<file path="src/rtl/apb_mig_pkg.sv">
// Shared types and constants for the APB to MIG native UI bridge.
package apb_mig_pkg;

    localparam int LANES = 4;

    localparam logic [2:0] MIG_CMD_WRITE = 3'b000;
    localparam logic [2:0] MIG_CMD_READ  = 3'b001;

    typedef logic [31:0]  apb_addr_t;
    typedef logic [31:0]  data_t;
    typedef logic [3:0]   strb_t;
    typedef logic [27:0]  mig_addr_t;
    typedef logic [127:0] mig_data_t;
    typedef logic [15:0]  mig_mask_t;

    typedef enum logic [2:0] {
        ST_IDLE,
        ST_WR,
        ST_RD_CMD,
        ST_RD_WAIT,
        ST_RESP
    } state_e;

endpackage

</file>
<file path="src/rtl/apb_mig_lane.sv">
// Lane steering between one 32-bit APB word and the 128-bit MIG data word:
// write replication, per-lane byte mask, and read lane selection.
module apb_mig_lane
    import apb_mig_pkg::*;
(
    input  logic [1:0] lane_i,
    input  data_t      wdata_i,
    input  strb_t      strb_i,
    input  mig_data_t  rd_data_i,
    output mig_data_t  wdf_data_o,
    output mig_mask_t  wdf_mask_o,
    output data_t      rd_word_o
);

    // Every lane carries the same word; only the mask decides which bytes land.
    generate
        for (genvar gi = 0; gi < LANES; gi++) begin : g_lane
            assign wdf_data_o[gi*32 +: 32] = wdata_i;
            assign wdf_mask_o[gi*4 +: 4]   = (lane_i == 2'(gi)) ? ~strb_i : 4'hF;
        end
    endgenerate

    assign rd_word_o = rd_data_i[lane_i*32 +: 32];

endmodule

</file>
<file path="src/rtl/apb_mig_bridge.sv">
// APB completer issuing one MIG native UI command per APB transfer.
// Optional macro APB_MIG_TIMEOUT_EN bounds the wait on the MIG.
module apb_mig_bridge
    import apb_mig_pkg::*;
#(
    parameter int APB_ADDR_W     = 32,
    parameter int DATA_W         = 32,
    parameter int MIG_ADDR_W     = 28,
    parameter int MIG_DATA_W     = 128,
    parameter int TIMEOUT_CYCLES = 1024
) (
    input  logic                    pclk_i,
    input  logic                    preset_i,
    input  logic [APB_ADDR_W-1:0]   paddr_i,
    input  logic [DATA_W-1:0]       pwdata_i,
    input  logic                    pwrite_i,
    input  logic                    psel_i,
    input  logic                    penable_i,
    input  logic [DATA_W/8-1:0]     pstrb_i,
    output logic [DATA_W-1:0]       prdata_o,
    output logic                    pready_o,
    output logic                    pslverr_o,
    input  logic                    init_calib_complete_i,
    output logic [MIG_ADDR_W-1:0]   app_addr_o,
    output logic [2:0]              app_cmd_o,
    output logic                    app_en_o,
    input  logic                    app_rdy_i,
    output logic [MIG_DATA_W-1:0]   app_wdf_data_o,
    output logic [MIG_DATA_W/8-1:0] app_wdf_mask_o,
    output logic                    app_wdf_wren_o,
    output logic                    app_wdf_end_o,
    input  logic                    app_wdf_rdy_i,
    input  logic [MIG_DATA_W-1:0]   app_rd_data_i,
    input  logic                    app_rd_data_valid_i
);

    state_e                    state_q;
    logic [1:0]                lane_q;
    logic [MIG_ADDR_W-1:0]     app_addr_q;
    logic [2:0]                app_cmd_q;
    logic                      app_en_q;
    logic                      app_wdf_wren_q;
    logic [MIG_DATA_W-1:0]     app_wdf_data_q;
    logic [MIG_DATA_W/8-1:0]   app_wdf_mask_q;
    logic [DATA_W-1:0]         prdata_q;
    logic                      pready_q;
    logic                      pslverr_q;
    logic                      cmd_done_q;
    logic                      wd_done_q;
    logic                      cmd_done_d;
    logic                      wd_done_d;
    logic                      tmo_hit;

    logic [1:0]  lane_sel;
    mig_data_t   lane_wdf_data;
    mig_mask_t   lane_wdf_mask;
    data_t       lane_rd_word;
    logic        access;
    logic        req_error;
    logic        busy;

    // In IDLE the lane comes straight from the bus so write data/mask can be
    // registered on the capture edge; afterwards the captured lane is used.
    assign lane_sel  = (state_q == ST_IDLE) ? paddr_i[3:2] : lane_q;
    assign access    = psel_i && penable_i;
    assign req_error = !init_calib_complete_i || (paddr_i[1:0] != 2'b00);
    assign busy      = (state_q == ST_WR) || (state_q == ST_RD_CMD) || (state_q == ST_RD_WAIT);

    apb_mig_lane u_lane (
        .lane_i     (lane_sel),
        .wdata_i    (pwdata_i),
        .strb_i     (pstrb_i),
        .rd_data_i  (app_rd_data_i),
        .wdf_data_o (lane_wdf_data),
        .wdf_mask_o (lane_wdf_mask),
        .rd_word_o  (lane_rd_word)
    );

`ifdef APB_MIG_TIMEOUT_EN
    localparam int TMO_W = $clog2(TIMEOUT_CYCLES + 1);
    logic [TMO_W-1:0] tmo_cnt_q;

    always_ff @(posedge pclk_i) begin
        if (preset_i || state_q == ST_IDLE) begin
            tmo_cnt_q <= '0;
        end else if (busy) begin
            tmo_cnt_q <= tmo_cnt_q + TMO_W'(1);
        end
    end

    assign tmo_hit = busy && (tmo_cnt_q == TMO_W'(TIMEOUT_CYCLES - 1));
`else
    logic [31:0] unused_timeout;
    assign unused_timeout = 32'(TIMEOUT_CYCLES);
    assign tmo_hit        = 1'b0;
`endif

    // Command and write-data handshakes complete independently; the completing
    // cycle itself counts toward leaving WR.
    always_comb begin
        cmd_done_d = cmd_done_q | (app_en_q & app_rdy_i);
        wd_done_d  = wd_done_q | (app_wdf_wren_q & app_wdf_rdy_i);
    end

    always_ff @(posedge pclk_i) begin
        if (preset_i) begin
            state_q        <= ST_IDLE;
            lane_q         <= '0;
            app_addr_q     <= '0;
            app_cmd_q      <= '0;
            app_en_q       <= 1'b0;
            app_wdf_wren_q <= 1'b0;
            app_wdf_data_q <= '0;
            app_wdf_mask_q <= '0;
            prdata_q       <= '0;
            pready_q       <= 1'b0;
            pslverr_q      <= 1'b0;
            cmd_done_q     <= 1'b0;
            wd_done_q      <= 1'b0;
        end else begin
            pready_q  <= 1'b0;
            pslverr_q <= 1'b0;
            if (tmo_hit) begin
                state_q        <= ST_RESP;
                pready_q       <= 1'b1;
                pslverr_q      <= 1'b1;
                app_en_q       <= 1'b0;
                app_wdf_wren_q <= 1'b0;
                cmd_done_q     <= 1'b0;
                wd_done_q      <= 1'b0;
            end else begin
                case (state_q)
                    ST_IDLE: begin
                        if (access) begin
                            if (req_error) begin
                                state_q   <= ST_RESP;
                                pready_q  <= 1'b1;
                                pslverr_q <= 1'b1;
                            end else begin
                                lane_q     <= paddr_i[3:2];
                                app_addr_q <= {paddr_i[MIG_ADDR_W:4], 3'b000};
                                app_en_q   <= 1'b1;
                                if (pwrite_i) begin
                                    state_q        <= ST_WR;
                                    app_cmd_q      <= MIG_CMD_WRITE;
                                    app_wdf_wren_q <= 1'b1;
                                    app_wdf_data_q <= lane_wdf_data;
                                    app_wdf_mask_q <= lane_wdf_mask;
                                end else begin
                                    state_q   <= ST_RD_CMD;
                                    app_cmd_q <= MIG_CMD_READ;
                                end
                            end
                        end
                    end
                    ST_WR: begin
                        app_en_q       <= app_en_q & ~app_rdy_i;
                        app_wdf_wren_q <= app_wdf_wren_q & ~app_wdf_rdy_i;
                        if (cmd_done_d && wd_done_d) begin
                            state_q    <= ST_RESP;
                            pready_q   <= 1'b1;
                            cmd_done_q <= 1'b0;
                            wd_done_q  <= 1'b0;
                        end else begin
                            cmd_done_q <= cmd_done_d;
                            wd_done_q  <= wd_done_d;
                        end
                    end
                    ST_RD_CMD: begin
                        if (app_rdy_i) begin
                            app_en_q <= 1'b0;
                            state_q  <= ST_RD_WAIT;
                        end
                    end
                    ST_RD_WAIT: begin
                        if (app_rd_data_valid_i) begin
                            prdata_q <= lane_rd_word;
                            pready_q <= 1'b1;
                            state_q  <= ST_RESP;
                        end
                    end
                    ST_RESP: begin
                        state_q <= ST_IDLE;
                    end
                    default: begin
                        state_q <= ST_IDLE;
                    end
                endcase
            end
        end
    end

    assign prdata_o       = prdata_q;
    assign pready_o       = pready_q;
    assign pslverr_o      = pslverr_q;
    assign app_addr_o     = app_addr_q;
    assign app_cmd_o      = app_cmd_q;
    assign app_en_o       = app_en_q;
    assign app_wdf_data_o = app_wdf_data_q;
    assign app_wdf_mask_o = app_wdf_mask_q;
    assign app_wdf_wren_o = app_wdf_wren_q;
    assign app_wdf_end_o  = app_wdf_wren_q;

    logic unused_paddr;
    assign unused_paddr = ^paddr_i[APB_ADDR_W-1:MIG_ADDR_W+1];

    // The requester must hold the access phase until pready.
    a_hold_access: assert property (@(posedge pclk_i) disable iff (preset_i)
        busy |-> access);
    a_err_with_ready: assert property (@(posedge pclk_i) disable iff (preset_i)
        pslverr_o |-> pready_o);

endmodule

</file>
<file path="config.mk">
export PLATFORM = sky130hd
export DESIGN_NAME = apb_mig_bridge
export DESIGN_NICKNAME = d
export VERILOG_FILES = /design/src/rtl/apb_mig_pkg.sv /design/src/rtl/apb_mig_lane.sv /design/src/rtl/apb_mig_bridge.sv
export SDC_FILE = /design/constraint.sdc
export NUM_CORES = 1
export LEC_CHECK = 0
export CORE_ASPECT_RATIO = 0.5
export CORE_MARGIN = 8
export CORE_UTILIZATION = 36
export DETAILED_ROUTE_END_ITERATION = 10
export PLACE_DENSITY = 0.82
export SETUP_SLACK_MARGIN = 0.2
export SLEW_MARGIN = 20
export SYNTH_ARGS = -nofsm -noshare
export SYNTH_HDL_FRONTEND = slang
export SYNTH_SLANG_ARGS = --single-unit
</file>
<file path="constraint.sdc">
create_clock -name pclk_i -period 2.68 [get_ports pclk_i]
set_input_delay 0.268 -clock pclk_i [delete_from_list [all_inputs] [get_ports pclk_i]]
set_output_delay 0.268 -clock pclk_i [all_outputs]
set_load 0.01 [all_outputs]
</file>
After elaboration in Yosys (flattened, before gate mapping)
Cells that the tools add are included.

Bits in latches: 0. Register bits after elaboration: 215. Memory bits (read-only): 0. Logic and storage cells: 81. Bits of input ports: 205. Memory bits (writable): 0. Memories kept: 0.

Reduce and logical (&&, ||, !) cells: 16. Shift-type cells: 1. Add/sub/neg operators: 0. Eq/ne operators: 12. Bitwise gates (word level): 11. Multipliers: 0. Muxes and demuxes: 28. Magnitude comparators: 0. Divide/modulo/power cells: 0.

Operators by type and width (number): variable part select 128 x 8 -> 32 bit (1); 2-to-1 mux 4 bit (4); AND reduction 4 bit (4); 2-to-1 mux 3 bit (5); 2-to-1 mux 1 bit (13); one-hot mux 3 bit (4 select lines) (1); != test 2 bit (second input constant) (5); == test 3 x 2 -> 1 bit (second input constant) (2); one-hot mux 1 bit (3 select lines) (2); AND 1 bit (4); == test 2 bit (second input constant) (2); 2-to-1 mux 2 bit (2); inverter 1 bit (4); inverter 4 bit (1); nonzero test 2 bit (2); == test 3 x 1 -> 1 bit (second input constant) (1); zero test 3 bit (1); AND reduction 3 bit (1); nonzero test 3 bit (1); == test 2 x 1 -> 1 bit (second input constant) (1); logical AND 1 bit (2); zero test 2 bit (1); != test 2 x 1 -> 1 bit (second input constant) (1); OR 1 bit (2); 5 further kinds (5).

Longest topological paths before layout
Depth after elaboration: 5. Gate-level depth with buffers: 8. Gate-level depth less buffers: 4.

Modules after synthesis
A second synthesis with hierarchy kept.

Cell total of the unflattened synthesis: 1205. Area, all modules: 10592.7 um2.

By module, submodules not included: apb_mig_bridge (cells an instance 1019, area an instance 8734.6 um2, seq. area each 4264.1 um2, times used 1); apb_mig_lane (cells an instance 186, area an instance 1858.0 um2, seq. area each 0.0 um2, times used 1).

Worst setup path after synthesis
OpenSTA, ideal clock, no wires.

Kind: register to register. From: register state_q[0]. To: register app_wdf_data_q[106] (netlist: app_wdf_data_o[106]). Stages on the path, launching flop included: 9. Required time: 2.548 ns. Setup time: 0.132 ns. Slack: 0.695 ns. Period minus slack after synthesis: 1.985 ns. Arrival time: 1.853 ns. Path buffers: 4. Path through: dfxtp_1 buf_6 or3_1 buf_4 or4_1 buf_2 buf_6 nand2_1 a21oi_1.

Longest elaborated chain between the ends: 2.

RTL lines: from (decl) (RTL line apb_mig_bridge.sv:37) `state_e state_q;`; from (signal assigned) (RTL line apb_mig_bridge.sv:107) `state_q <= ST_IDLE;`; from (signal assigned) (RTL line apb_mig_bridge.sv:124) `state_q <= ST_RESP;`; from (signal assigned) (RTL line apb_mig_bridge.sv:136) `state_q <= ST_RESP;`; zero test 3 bit (RTL line apb_mig_bridge.sv:132) `case (state_q)`; AND reduction 4 bit (no line); to (signal assigned) (RTL line apb_mig_bridge.sv:147) `app_wdf_data_q <= lane_wdf_data;`; to (decl) (RTL line apb_mig_bridge.sv:43) `logic [MIG_DATA_W-1:0] app_wdf_data_q;`.

No other way between the ends. A chain may end at the register's enable or synchronous reset.

Final worst setup path
From: register state_q[1]. To: register prdata_q[22] (netlist: prdata_o[22]).

Longest elaborated chain between the ends: 3.

RTL lines: zero test 3 bit (RTL line apb_mig_bridge.sv:64) `assign lane_sel = (state_q == ST_IDLE) ? paddr_i[3:2] : lane_q;`; 2-to-1 mux 2 bit (RTL line apb_mig_bridge.sv:64); variable part select 128 x 8 -> 32 bit (RTL line apb_mig_lane.sv:23) `assign rd_word_o = rd_data_i[lane_i*32 +: 32];`; to (signal assigned) (RTL line apb_mig_bridge.sv:177) `prdata_q <= lane_rd_word;`; to (decl) (RTL line apb_mig_bridge.sv:45) `logic [DATA_W-1:0] prdata_q;`.

Parallel ways exist; a longest one is shown, timed or not.

==> metrics <==
status finished clean; Worst VDD drop 0.5196 mV; RSZ-0062 raised after global routing false; achievable frequency between 0.4 and 0.5 GHz; most common cell after layout, fill and taps aside clkdlybuf4s50_1; final WL 24,400 um; post-synthesis cell count around 750; nets@finish 1,240; Net Sw Frac 0.3171; mean number of vias per cell 5.089; clock tree buffer depth 2; number of distinct library cells after synthesis 42; setup TNS 0 ns; drt wl/cell 19.14 um; DR DRC count 0; Post CTS Setup Buffer Count 0; fin crit share 0.8477; CTS clk-pin slew, worst paths about 0.06 ns; DRT met1 WL 8975 um; Worst Hold Path EP app_cmd_o[0]$_SDFFE_PP0P_; worst min path class in -> reg; Area Overhead vs Synth 69.39%; Main synth FF type dfxtp_1; worst reg2reg startpoint state_q[1]$_SDFFE_PP0P_; EDFF count, synth 0; Worst Setup End Kind flip-flop; met2 wire len 12,970 um; Die X between 150 and 200 um; leakage dissipation ~3.5 nW; first-pass GRT wire length 35,720 um; critical register-to-register path endpoint prdata_o[22]$_SDFFE_PP0P_; crit-path cells buf_4 > nor3_1 > mux2_2 > a21o_1 > a311oi_1; post_cts resized 0; most frequent cells in the layout 407 x clkdlybuf4s50_1, 125 x nand2_1, 117 x dfxtp_1; Mapped Area 6005 um2; DR iter-0 viols between 300 and 400; Arr. time, crit path between 2 and 3 ns; Setup violations, final 0; Core Area 16,350 um2; async set or reset register ratio after synthesis 0; initial antenna violation count 0; TritonCTS buffer count 17; Pwr Density 601.7 nW/um2; clock skew 0.01199 ns; design area 10,170 um2; CTS tree done; hold path depth 2; top routing layer used met4; TritonCTS Sinks 117; Comb pwr share 0.320; Switching Power 1.941 mW; CP max stage cell mux2_2; IO Port Bufs 408; layout cells sized above 1 0.05916; number of iterations in the first detailed-routing pass 7; Hold Startpoint preset_i; Placed Area 9579 um2; CTS Hold Buffers Added 0; sequential cell area fraction in the yosys report 0.3901; reg2reg path depth 5; startpoint class of the critical path flip-flop; final hold vios 0; hold slack 0.3903 ns; Setup CP Type reg -> reg; vias in the first global route 6,381; Critical Path Max Stage Delay 0.64 ns; I/O pins 417; relative slew slack 0.5318; Yosys warnings 0; H-tree depth reported by CTS 4; Int Power 4.179 mW; Max FO, Critical Path 32; min Tclk post-route around 2.3 ns; pin count of the biggest net entering global routing 66; Worst-Skew Late Latency 0.41 ns; Clock power frac 0.367; post-DP HPWL approximately 19,000 um; Root Buffer clkbuf_16; Avg Cell Area, Syn 8.017 um2; Initial Util 0.3672; via count between 6,000 and 7,000; Final Max Tran Viols 0; worst slew pin tran 0.7023 ns; Max-Cap Viols 0; GPL Wtd Cong 0.8466; # rows 33; die area about 21,000 um2; sequential share of power 0.313; FF-to-FF setup slack 0.41 ns; Met3 Routed Length 1750 um; gr usage total 0.2110; number of diodes 0; die height around 110 um; GRT overflow 0; Post-DRT Antenna Nets 0; flops & latches, synth 117; number of fill cells 1,396; CP required 2.97 ns
[cells in the mapped netlist (all sizes together), types with 3 or more instances]
library cell / instances / area [um2]
nor3: 3 / 26.28
nand2b: 6 / 37.54
and3: 5 / 31.28
a21o: 28 / 210.2
nand2: 125 / 469.2
or3: 3 / 18.77
a211oi: 3 / 22.52
a22oi: 32 / 240.2
a21oi: 66 / 330.3
clkbuf: 36 / 135.1
dfxtp: 117 / 2342
a21boi: 5 / 37.54
o21ai: 37 / 185.2
buf: 127 / 927.1
nor2: 53 / 198.9
mux2i: 3 / 33.78
nand3: 30 / 150.1
a311oi: 48 / 420.4
[final cells by class]
type                            count  area (um2)  area share
Inverter                            1       3.754   0.0003690
Clock inverter                     14       152.6     0.01501
Clock buffer                       18       439.2     0.04318
Tap cell                          227       284.0     0.02792
Multi-Input combinational cell    472        2670      0.2625
Sequential cell                   117        2342      0.2303
Timing Repair Buffer              426        4279      0.4207
[per-stage QoR]
step / cells / total power [mW] / setup WS [ns] / util
floorplan: 753 / 3.036 / 0.6946 / -
global placement: 1243 / 3.852 / 0.3792 / 0.5859
detailed placement: 1243 / 3.892 / 0.3074 / 0.5859
CTS: 1275 / 6.173 / 0.4509 / 0.6221
global route: 1275 / 6.402 / 0.2967 / 0.6221
finish: 1275 / 6.120 / 0.4081 / 0.6221
[state kept, by name, indices dropped and copies added (netlist names)]
register / flops
cmd_done_q: 1
app_wdf_mask_o: 16
app_wdf_data_o: 32
pready_o: 1
app_cmd_o: 1
lane_q: 2
wd_done_q: 1
app_wdf_end_o: 1
pslverr_o: 1
prdata_o: 32
app_addr_o: 25
app_en_o: 1
state_q: 3
[logic make-up after synthesis]
| kind of cell | synth area share |
|---|---|
| AND/OR/NAND/NOR | 0.1711 |
| AO/OA/AOI/OAI | 0.2513 |
| buffers and inverters | 0.1775 |
| flip-flops | 0.3901 |
| multiplexers | 0.009376 |
| other | 0.0006245 |
[worst max-delay path, delay by kind of cell (launching register included)]
kind	cells	cell delay (ns)
and+or+nand+nor	1	0.31
buffers and inverters	1	0.21
AOI/OAI and AO/OA	2	0.59
DFF	1	0.40
muxes	1	0.64
[power by group through the flow]
stage	logic [mW]	clock network, mW	registers, mW
after floorplan	1.09	0	1.94
after global placement	1.91	0	1.95
after detailed placement	1.94	0	1.95
after CTS	1.96	2.30	1.92
after global routing	2.09	2.38	1.93
final	1.96	2.25	1.92
[routing by layer]
layer,track usage,vias up
li1,-,3104
met1,0.2218,3073
met2,0.3988,265
met3,0.05928,46
met4,0.07891,0
met5,0,-
[how the worst max path moves through the flow]
stage	slack [ns]	to	depth (start not counted)	startpoint
after detailed placement	0.31	prdata_o[28]$_SDFFE_PP0P_	6	paddr_i[2]
final	0.41	prdata_o[22]$_SDFFE_PP0P_	5	state_q[1]$_SDFFE_PP0P_
after global routing	0.30	prdata_o[28]$_SDFFE_PP0P_	5	state_q[1]$_SDFFE_PP0P_
after floorplan	0.69	app_wdf_data_o[106]$_SDFFE_PP0P_	8	state_q[0]$_SDFFE_PP0P_
after CTS	0.45	prdata_o[28]$_SDFFE_PP0P_	5	state_q[1]$_SDFFE_PP0P_
after global placement	0.38	app_addr_o[10]$_SDFFE_PP0P_	6	init_calib_complete_i
No activity file was read; power rests on OpenSTA's default activity.
